===== config.mk =====
export PLATFORM = sky130hd
export DESIGN_NAME = corr_search_dispatcher_flat
export DESIGN_NICKNAME = d
export VERILOG_FILES = /design/src/rtl/corr_search_dispatcher_if.sv /design/src/rtl/corr_search_dispatcher.sv /design/src/flat_wrapper.sv
export SDC_FILE = /design/constraint.sdc
export NUM_CORES = 1
export LEC_CHECK = 0
export BUFFER_PORTS_ARGS = -buffer_cell sky130_fd_sc_hd__buf_4
export CAP_MARGIN = 20
export CORE_UTILIZATION = 42
export DETAILED_ROUTE_END_ITERATION = 6
export HOLD_SLACK_MARGIN = 0.02
export SLEW_MARGIN = 5
export SYNTH_ARGS = -nofsm -noshare
export SYNTH_HDL_FRONTEND = slang
export SYNTH_SLANG_ARGS = --single-unit

===== constraint.sdc =====
create_clock -name iCLK -period 6.1 [get_ports iCLK]
set_input_delay 0.61 -clock iCLK [delete_from_list [all_inputs] [get_ports iCLK]]
set_output_delay 0.61 -clock iCLK [all_outputs]
set_load 0.005 [all_outputs]

===== src/rtl/corr_search_dispatcher_if.sv =====
// Start/done and result bus between the search dispatcher, the frame-capture
// logic and the correlation-engine bank.
interface corr_search_dispatcher_if #(
   parameter int NUM_ENG = 2,
   parameter int CW      = 13,
   parameter int DW      = 32
);
   logic                  iStart;
   logic                  oBusy;
   logic                  oDone;
   logic [NUM_ENG-1:0]    oEngStart;
   logic [NUM_ENG*CW-1:0] oEngX;
   logic [NUM_ENG*CW-1:0] oEngY;
   logic [NUM_ENG-1:0]    iEngDone;
   logic [NUM_ENG*DW-1:0] iEngCorr;
   logic [CW-1:0]         oBestX;
   logic [CW-1:0]         oBestY;
   logic [DW-1:0]         oBestCorr;
   logic [23:0]           oJobCount;

   modport master (
      output iStart, iEngDone, iEngCorr,
      input  oBusy, oDone, oEngStart, oEngX, oEngY,
             oBestX, oBestY, oBestCorr, oJobCount
   );

   modport slave (
      input  iStart, iEngDone, iEngCorr,
      output oBusy, oDone, oEngStart, oEngX, oEngY,
             oBestX, oBestY, oBestCorr, oJobCount
   );
endinterface


===== src/rtl/corr_search_dispatcher.sv =====
// Raster-order candidate generator that farms coordinates out to a bank of
// correlation engines and keeps the best-scoring coordinate.
//
// state      | meaning
// S_IDLE     | waiting for the first iStart after reset
// S_DISPATCH | issuing candidates to free engines, retiring results
// S_DRAIN    | all candidates issued, waiting for busy engines to finish
// S_DONE     | search complete, results held until the next iStart
module corr_search_dispatcher #(
   parameter int H_RES   = 640,
   parameter int V_RES   = 480,
   parameter int STEP    = 1,
   parameter int NUM_ENG = 2,
   parameter int CW      = 13,
   parameter int DW      = 32
) (
   input  logic                    iCLK,
   input  logic                    iRST_N,
   corr_search_dispatcher_if.slave bus
);
   typedef enum logic [1:0] {S_IDLE, S_DISPATCH, S_DRAIN, S_DONE} state_e;

   state_e                     state_q;
   logic                       busy_q;
   logic                       done_q;
   logic [CW-1:0]              x_q;
   logic [CW-1:0]              y_q;
   logic                       all_issued_q;
   logic [NUM_ENG-1:0]         eng_busy_q;
   logic [NUM_ENG-1:0]         eng_start_q;
   logic [NUM_ENG-1:0][CW-1:0] eng_x_q;
   logic [NUM_ENG-1:0][CW-1:0] eng_y_q;
   logic                       best_valid_q, best_valid_d;
   logic [CW-1:0]              best_x_q, best_x_d;
   logic [CW-1:0]              best_y_q, best_y_d;
   logic [DW-1:0]              best_corr_q, best_corr_d;
   logic [23:0]                job_cnt_q, job_cnt_d;

   logic                       active;
   logic                       dispatch_en;
   logic                       free_found;
   logic                       x_wrap;
   logic                       y_last;
   logic [NUM_ENG-1:0]         retire;
   logic [NUM_ENG-1:0]         disp_sel;
   logic [CW:0]                x_sum;
   logic [CW:0]                y_sum;
   logic [DW-1:0]              corr;

   // Dones from engines we never started (or from before a reset) must not retire.
   assign active = (state_q == S_DISPATCH) || (state_q == S_DRAIN);
   assign retire = active ? (bus.iEngDone & eng_busy_q) : '0;

   assign x_sum  = {1'b0, x_q} + (CW+1)'(STEP);
   assign y_sum  = {1'b0, y_q} + (CW+1)'(STEP);
   assign x_wrap = (x_sum >= (CW+1)'(H_RES));
   assign y_last = (y_sum >= (CW+1)'(V_RES));

   always_comb begin
      disp_sel   = '0;
      free_found = 1'b0;
      for (int i = 0; i < NUM_ENG; i++) begin
         if (!eng_busy_q[i] && !free_found) begin
            disp_sel[i] = 1'b1;
            free_found  = 1'b1;
         end
      end
   end

   assign dispatch_en = (state_q == S_DISPATCH) && !all_issued_q && free_found;

   // Ascending engine order with strict '>' gives ties to the lower index.
   always_comb begin
      best_valid_d = best_valid_q;
      best_x_d     = best_x_q;
      best_y_d     = best_y_q;
      best_corr_d  = best_corr_q;
      job_cnt_d    = job_cnt_q;
      corr         = '0;
      for (int i = 0; i < NUM_ENG; i++) begin
         if (retire[i]) begin
            corr = bus.iEngCorr[i*DW +: DW];
            if (!best_valid_d || (corr > best_corr_d)) begin
               best_corr_d = corr;
               best_x_d    = eng_x_q[i];
               best_y_d    = eng_y_q[i];
            end
            best_valid_d = 1'b1;
            job_cnt_d    = job_cnt_d + 24'd1;
         end
      end
   end

   always_ff @(posedge iCLK) begin
      if (!iRST_N) begin
         state_q      <= S_IDLE;
         busy_q       <= 1'b0;
         done_q       <= 1'b0;
         x_q          <= '0;
         y_q          <= '0;
         all_issued_q <= 1'b0;
         eng_busy_q   <= '0;
         eng_start_q  <= '0;
         eng_x_q      <= '0;
         eng_y_q      <= '0;
         best_valid_q <= 1'b0;
         best_x_q     <= '0;
         best_y_q     <= '0;
         best_corr_q  <= '0;
         job_cnt_q    <= '0;
      end else begin
         eng_start_q <= '0;
         case (state_q)
            S_IDLE, S_DONE: begin
               if (bus.iStart) begin
                  state_q      <= S_DISPATCH;
                  busy_q       <= 1'b1;
                  done_q       <= 1'b0;
                  x_q          <= '0;
                  y_q          <= '0;
                  all_issued_q <= 1'b0;
                  eng_busy_q   <= '0;
                  best_valid_q <= 1'b0;
                  job_cnt_q    <= '0;
               end
            end
            S_DISPATCH: begin
               if (dispatch_en) begin
                  eng_start_q <= disp_sel;
                  for (int i = 0; i < NUM_ENG; i++) begin
                     if (disp_sel[i]) begin
                        eng_x_q[i] <= x_q;
                        eng_y_q[i] <= y_q;
                     end
                  end
                  if (x_wrap) begin
                     x_q <= '0;
                     if (y_last) begin
                        all_issued_q <= 1'b1;
                     end else begin
                        y_q <= y_sum[CW-1:0];
                     end
                  end else begin
                     x_q <= x_sum[CW-1:0];
                  end
               end
               if (all_issued_q) begin
                  state_q <= S_DRAIN;
               end
            end
            S_DRAIN: begin
               if (eng_busy_q == '0) begin
                  state_q <= S_DONE;
                  busy_q  <= 1'b0;
                  done_q  <= 1'b1;
               end
            end
            default: begin
               state_q <= S_IDLE;
            end
         endcase
         if (active) begin
            eng_busy_q   <= (eng_busy_q & ~retire) | (dispatch_en ? disp_sel : '0);
            best_valid_q <= best_valid_d;
            best_x_q     <= best_x_d;
            best_y_q     <= best_y_d;
            best_corr_q  <= best_corr_d;
            job_cnt_q    <= job_cnt_d;
         end
      end
   end

   assign bus.oBusy     = busy_q;
   assign bus.oDone     = done_q;
   assign bus.oEngStart = eng_start_q;
   assign bus.oEngX     = eng_x_q;
   assign bus.oEngY     = eng_y_q;
   assign bus.oBestX    = best_x_q;
   assign bus.oBestY    = best_y_q;
   assign bus.oBestCorr = best_corr_q;
   assign bus.oJobCount = job_cnt_q;
endmodule

===== src/flat_wrapper.sv =====
// flat-port wrapper written by rule: the top's interface ports become plain ports
module corr_search_dispatcher_flat 
#(
   parameter int H_RES   = 640,
   parameter int V_RES   = 480,
   parameter int STEP    = 1,
   parameter int NUM_ENG = 2,
   parameter int CW      = 13,
   parameter int DW      = 32
)
  (iCLK, iRST_N, bus_iStart, bus_iEngDone, bus_iEngCorr, bus_oBusy, bus_oDone, bus_oEngStart, bus_oEngX, bus_oEngY, bus_oBestX, bus_oBestY, bus_oBestCorr, bus_oJobCount);
  corr_search_dispatcher_if #(.NUM_ENG(NUM_ENG), .CW(CW), .DW(DW)) bus_i ();
  input  logic iCLK;
  input  logic iRST_N;
  input wire logic [$bits(bus_i.iStart)-1:0] bus_iStart;
  input wire logic [$bits(bus_i.iEngDone)-1:0] bus_iEngDone;
  input wire logic [$bits(bus_i.iEngCorr)-1:0] bus_iEngCorr;
  output wire logic [$bits(bus_i.oBusy)-1:0] bus_oBusy;
  output wire logic [$bits(bus_i.oDone)-1:0] bus_oDone;
  output wire logic [$bits(bus_i.oEngStart)-1:0] bus_oEngStart;
  output wire logic [$bits(bus_i.oEngX)-1:0] bus_oEngX;
  output wire logic [$bits(bus_i.oEngY)-1:0] bus_oEngY;
  output wire logic [$bits(bus_i.oBestX)-1:0] bus_oBestX;
  output wire logic [$bits(bus_i.oBestY)-1:0] bus_oBestY;
  output wire logic [$bits(bus_i.oBestCorr)-1:0] bus_oBestCorr;
  output wire logic [$bits(bus_i.oJobCount)-1:0] bus_oJobCount;
  assign bus_i.iStart = bus_iStart;
  assign bus_i.iEngDone = bus_iEngDone;
  assign bus_i.iEngCorr = bus_iEngCorr;
  assign bus_oBusy = bus_i.oBusy;
  assign bus_oDone = bus_i.oDone;
  assign bus_oEngStart = bus_i.oEngStart;
  assign bus_oEngX = bus_i.oEngX;
  assign bus_oEngY = bus_i.oEngY;
  assign bus_oBestX = bus_i.oBestX;
  assign bus_oBestY = bus_i.oBestY;
  assign bus_oBestCorr = bus_i.oBestCorr;
  assign bus_oJobCount = bus_i.oJobCount;
  corr_search_dispatcher #(.H_RES(H_RES), .V_RES(V_RES), .STEP(STEP), .NUM_ENG(NUM_ENG), .CW(CW), .DW(DW)) u_core (.iCLK(iCLK), .iRST_N(iRST_N), .bus(bus_i));
endmodule

==> impl_metrics.ini, run 1 <==
[run_status]
status = complete, no violations

[timing]
slew_headroom_pct = 38.65
holdWs_ns = 0.4617
hold_viol_final = 0
fin_crit_sh_pct = 86.79
fmax_ghz = 0.1889
slew_violations = 0
tns_ns = 0
skew_ns = 0.01398
fin_crit_ns = 5.294
setup_violations = 0
rsz0062_at_grt = no
worst_pin_slew_ns = 0.9186

[yosys]
synth_compound_area_share_pct = 24.85
synth-edff-count = 0
synthSimpleGateAreaFrac_pct = 23.05
synthAdderAreaFrac_pct = 8.903
synth_mux_area_share_pct = 0.8532
syn-cell-area_um2 = 10120
seq_area_frac_synth_pct = 33.63
yosysWarnings = 0
synth_nets = 1387
yosys_register_bits = 170
netlist_instances = 1246
synth_top_family_by_area = compound AO/OA/AOI/OAI gates
avgSynthCellArea_um2 = 8.121
synthFlopType = dfxtp_1
async_flop_share_pct = 0
ys_types = 76
synth_xor_area_share_pct = 2.770

[pwr]
power_density_nw_per_um2 = 245.4
ir_drop_uv = 210.9
p_leak_uw = 0.004667

[placed_design]
gp_congestion = 0.9073
hpwl_um = 21160
placed_cells = 1706
port_buffers = 206

[die]
core-area_um2 = 23540
dieWidth_um = 157.2
die_y_um = 157.2
die-area_um2 = 24720
io-pin-count = 207
start_util_pct = 42.98
row_count = 56

[clock_network]
postCtsSetupBuffers = 0
htree_num_levels = 4
clk_pin_slew_ns = 0.07
numClockSinks = 170
cts_resized = 0
clockBufferDepth = 2
cts_tree = yes
cts_inserted_buffers = 17
insertion_delay_ns = 0.43
hold_buffers = 0
cts-root-buf = clkbuf_16

[finish]
final_common_cell = buf_4
fin_cells = 1739
layout_common_cells = 223 x buf_4, 222 x nand2_1, 170 x dfxtp_1
drive_gt1_share_pct = 24.52
nets = 1549
area.growth.synth_to_final_pct = 23.28

[critical_path]
worstPathMaxFanout = 64
end_kind = register
cp.arrival_ns = 5.66
criticalPathCategory = reg -> reg
required_ns = 6.47
startpoint_type = register

[route]
drc = 0
drt_iter0_drc = 539
drt-total-wl_um = 29550
vias = 9451
firstDrtPassIters = 5
vias_per_cell = 5.435
drt-wirelength-per-cell_um = 16.99
ant_nets = 0

[job]
max_cap_violations = 0

[grt]
grt_antenna_before_repair = 1
grt_start_max_net_pins = 73
grt_pass1_wl_um = 47960
overflow = 0
grt_util_all_layers_pct = 24.52
grt_pass1_vias = 9108

[worst_hold_path]
min_path_type = in -> reg
-- layer usage --
metal,wire (um),track usage [%]
met1,13850,32.46
met2,13780,41.09
met3,1413,3.607
met4,503,7.212
met5,0,0
-- layout make-up --
class | instances | area, um^2
multi-input combinational | 945 | 6137
sequential | 170 | 3403
clock buffer | 18 | 439.2
tap | 319 | 399.1
inverter | 48 | 180.2
clock inverter | 12 | 180.2
fill | 2289 | 11070
antenna | 1 | 2.502
timing repair buffer | 226 | 1733
-- cell usage after synthesis, types with 22 or more instances --
| cell type | instances | area (um^2) |
|---|---|---|
| a21boi_0 | 37 | 277.8 |
| a21o_1 | 22 | 165.2 |
| a21oi_1 | 102 | 510.5 |
| clkbuf_1 | 43 | 161.4 |
| dfxtp_1 | 170 | 3403 |
| ha_1 | 72 | 900.9 |
| inv_1 | 47 | 176.4 |
| nand2_1 | 223 | 837.1 |
| nand3_1 | 24 | 120.1 |
| nand4_1 | 28 | 175.2 |
| nor2_1 | 56 | 210.2 |
| nor3_2 | 30 | 300.3 |
| o21ai_0 | 69 | 345.3 |
| o31ai_1 | 27 | 202.7 |
-- state kept, by name (all words and copies together), names as in the netlist, 13 cells and up --
signal / count
u_core.bus.oBestCorr: 32
u_core.bus.oBestX: 13
u_core.bus.oBestY: 13
u_core.bus.oEngX: 26
u_core.bus.oEngY: 26
u_core.bus.oJobCount: 24
u_core.x_q: 13
u_core.y_q: 13
-- logic make-up after synthesis --
group / after synthesis
fa+ha+maj: 72
buf+inv: 131
simple gates: 463
mux: 8
flops: 170
compound gates: 370
xor+xnor: 32
-- path summary, 6_finish.rpt --
kind,from,endpoint,slack [ns],cells after the start
worst max-delay path,u_core.bus.oBestCorr[31]$_SDFFE_PN0P_,u_core.bus.oBestCorr[7]$_SDFFE_PN0P_,0.81,17
worst min-delay path,bus_iEngCorr[18],u_core.bus.oBestCorr[18]$_SDFFE_PN0P_,0.46,3
worst max register to register,u_core.bus.oBestCorr[31]$_SDFFE_PN0P_,u_core.bus.oBestCorr[7]$_SDFFE_PN0P_,0.81,17
worst min register to register,u_core.bus.oEngX[13]$_SDFFE_PN0P_,u_core.bus.oEngX[13]$_SDFFE_PN0P_,0.47,2
-- power by group --
group,switching (uW),internal (uW),total [uW],leakage [uW]
clock network,501,668,1170,0.000301
registers,30.0,1140,1170,0.00137
logic,499,224,723,0.00300
total,1030,2030,3060,0.00467
-- critical path, stage by stage (launching register included) --
cell      delay [ns]
dfxtp_1         0.37
inv_1           0.08
ha_1            0.31
nand4_1         0.16
or4_4           0.58
or3_1           0.40
and3_2          0.43
nor3_2          0.23
a21oi_1         0.10
ha_1            0.34
nand4_1         0.12
or2_1           0.26
or3_1           0.42
or4b_1          0.54
o211ai_4        0.19
buf_12          0.31
o21ai_0         0.16
a21oi_2         0.15
-- through the flow --
stage	cell area, um^2	utilization (%)	setup slack [ns]	power (uW)
after global placement	11810	50.18	0.5919	1902
after CTS	12430	52.81	0.8166	3087
final	12470	52.99	0.8058	3061
after global routing	12470	52.99	0.4961	3216
after detailed placement	11810	50.18	0.5620	1912
after floorplan	10120	-	1.318	1660
(Power assumes the default switching activity.)
==> inputs of run 2 (changes only) <==
--- a/config.mk
+++ b/config.mk
@@ -5,9 +5,11 @@
 export SDC_FILE = /design/constraint.sdc
 export NUM_CORES = 1
 export LEC_CHECK = 0
+export ABC_AREA = 1
 export BUFFER_PORTS_ARGS = -buffer_cell sky130_fd_sc_hd__buf_4
 export CAP_MARGIN = 20
 export CORE_UTILIZATION = 42
+export CTS_CLUSTER_SIZE = 40
 export DETAILED_ROUTE_END_ITERATION = 6
 export HOLD_SLACK_MARGIN = 0.02
 export SLEW_MARGIN = 5
==> impl_metrics.ini, run 2 <==
[pwr]
combPwrFrac_pct = 37.7
p_seq_share_pct = 32.6
switching_share_pct = 43.78
ir_drop_uv = 258.6
power_density_nw_per_um2 = 278.6
p_switching_uw = 1704
p_leak_uw = 0.006028
clockPowerShare_pct = 29.7
intPower_uw = 2187

[grt]
grt_util_all_layers_pct = 26.65
grt_pass1_wl_um = 60100
grt_start_max_net_pins = 83
grt_pass1_vias = 10977
overflow = 0
grt_antenna_before_repair = 0

[yosys]
synth_xor_area_share_pct = 0.8322
async_flop_share_pct = 0
ys_types = 46
yosys.area.top_type = dfxtp_1
yosys-top-cells-count = 509 x nand2_1, 217 x nand3_1, 187 x inv_1
synthTopCellsByArea = dfxtp_1 29%, nand2_1 17%, nand3_1 9.4%, ha_1 7.8%, a21oi_1 7.4%
synth_compound_area_share_pct = 11.53
synth_nets = 1953
synthFlopType = dfxtp_1
yosys_register_bits = 170
yosys.area.top_type_share_pct = 29.40
syn-cell-area_um2 = 11580
seq_area_frac_synth_pct = 29.40
netlist_instances = 1812
yosysMostFrequentCell = nand2_1
synthSimpleGateAreaFrac_pct = 40.53
synth_mux_area_share_pct = 0
synthAdderAreaFrac_pct = 7.781
synth_top_family_by_area = simple AND/OR/NAND/NOR gates
yosysWarnings = 0
synth-edff-count = 0
avgSynthCellArea_um2 = 6.389

[critical_path]
regToRegEndpoint = u_core.bus.oBestCorr[29]$_SDFFE_PN0P_
cp_num_buf_inv = 3
cp_slowest_stage_delay_ns = 0.47
criticalPathCategory = reg -> reg
worstPathMaxFanout = 39
startpoint_type = register
end_kind = register
r2r_cells = 26
required_ns = 6.38
r2r_slack_ns = 0.73
regToRegStartpoint = u_core.bus.oBestCorr[31]$_SDFFE_PN0P_
cp.arrival_ns = 5.65
path_common_cell = nand2_1
critPathTopFamily = simple AND/OR/NAND/NOR gates
slowest_stage = nand2_2

[route]
vias = 12260
firstDrtPassIters = 6
drt_iter0_drc = 1009
drt-total-wl_um = 37810
drt-wirelength-per-cell_um = 16.34
vias_per_cell = 5.298
drc = 0
ant_nets = 0

[worst_hold_path]
hold_path_depth = 2
min_path_type = reg -> reg
worstHoldEndpoint = u_core.bus.oBestX[0]$_SDFFE_PN0P_
min_from = u_core.bus.oBestX[0]$_SDFFE_PN0P_

[placed_design]
gp_congestion = 0.8968
port_buffers = 206
hpwl_um = 26900

[finish]
antenna_cells = 0
largest_register_ffs = 32
nets = 2101
multi_input_area_um2 = 7052
fillers = 2795
area.growth.synth_to_final_pct = 20.62
drive_gt1_share_pct = 16.12
final_common_cell = nand2_1
layout_common_cells = 505 x nand2_1, 217 x nand3_1, 217 x buf_4
regArea_um2 = 3403

[timing]
rsz0062_at_grt = no
fin_crit_ns = 5.370
setup_violations = 0
slew_violations = 0
worst_pin_slew_ns = 0.9995
skew_ns = 0.01944
holdWs_ns = 0.4830
tns_ns = 0
slew_headroom_pct = 33.37
fmax_ghz = 0.1862
fin_crit_sh_pct = 88.03
hold_viol_final = 0

[clock_network]
htree_num_levels = 4
cts_inserted_buffers = 17
cts_resized = 0
numClockSinks = 170
hold_buffers = 0
clk_pin_slew_ns = 0.08
cts-root-buf = clkbuf_16
clockBufferDepth = 2
insertion_delay_ns = 0.45
postCtsSetupBuffers = 0
cts_tree = yes

[die]
io-pin-count = 207
start_util_pct = 42.84
die_y_um = 168.0
dieWidth_um = 168.0
core-area_um2 = 27030
row_count = 60
die-area_um2 = 28230

[job]
max_cap_violations = 0

[run_status]
status = complete, no violations
[run 2: area by class of cell]
class,instances,share of cell area (%)
clock buffer,17,3.046
clock inverter,15,1.460
inverter,199,5.367
multi-input combinational,1351,50.50
sequential,170,24.37
tap,341,3.055
timing repair buffer,221,12.20
[run 2: worst max-delay path by stage]
| stage | startpoint | to | slack (ns) | cells past startpoint |
|---|---|---|---|---|
| 4_1_cts | u_core.bus.oBestCorr[31]$_SDFFE_PN0P_ | u_core.bus.oBestCorr[24]$_SDFFE_PN0P_ | 0.69 | 26 |
| 5_1_grt | u_core.bus.oBestCorr[31]$_SDFFE_PN0P_ | u_core.bus.oBestX[2]$_SDFFE_PN0P_ | 0.21 | 26 |
| 6_report | u_core.bus.oBestCorr[31]$_SDFFE_PN0P_ | u_core.bus.oBestCorr[29]$_SDFFE_PN0P_ | 0.73 | 26 |
| 3_3_place_gp | bus_iEngCorr[31] | u_core.bus.oBestCorr[10]$_SDFFE_PN0P_ | 0.47 | 26 |
| 2_1_floorplan | bus_iEngCorr[31] | u_core.bus.oBestX[6]$_SDFFE_PN0P_ | 2.08 | 26 |
| 3_5_place_dp | bus_iEngCorr[31] | u_core.bus.oBestCorr[24]$_SDFFE_PN0P_ | 0.44 | 26 |
[run 2: power by group through the flow]
stage          Combinational [uW]  Sequential, uW  Clock (uW)
2_1_floorplan                1080            1260           0
3_3_place_gp                 1430            1290           0
3_5_place_dp                 1460            1290           0
4_1_cts                      1470            1260        1170
5_1_grt                      1660            1280        1220
6_report                     1470            1270        1160
[run 2: stage by stage]
stage	total power, uW	worst slack, ns	instances	utilization, %	instance area, um^2
final	3891	0.7301	2314	51.67	13960
after CTS	3901	0.6878	2314	51.67	13960
after detailed placement	2750	0.4358	2282	49.34	13340
after global placement	2722	0.4690	2281	49.29	13320
after global routing	4155	0.2083	2314	51.67	13960
after floorplan	2336	2.081	1812	-	11580
[run 2: logic make-up after synthesis]
logic type,after synthesis
flops,170
fa+ha+maj,72
simple gates,1015
compound gates,253
xor+xnor,11
buf+inv,291
[run 2: worst reg2reg max path, delay by kind of cell (launching register included)]
family / cells / cell delay [ns]
simple gates: 20 / 3.51
compound gates: 1 / 0.05
buf+inv: 3 / 0.65
fa+ha+maj: 2 / 0.57
flops: 1 / 0.41
[run 2: metal layers]
layer  GRT usage (%)  up-vias  wire length, um
met5               0        -                0
met2           40.85      420            16370
met3           3.220       41             2342
met1           39.18     5571            18370
met4           7.020        0              723
li1                -     6228                -
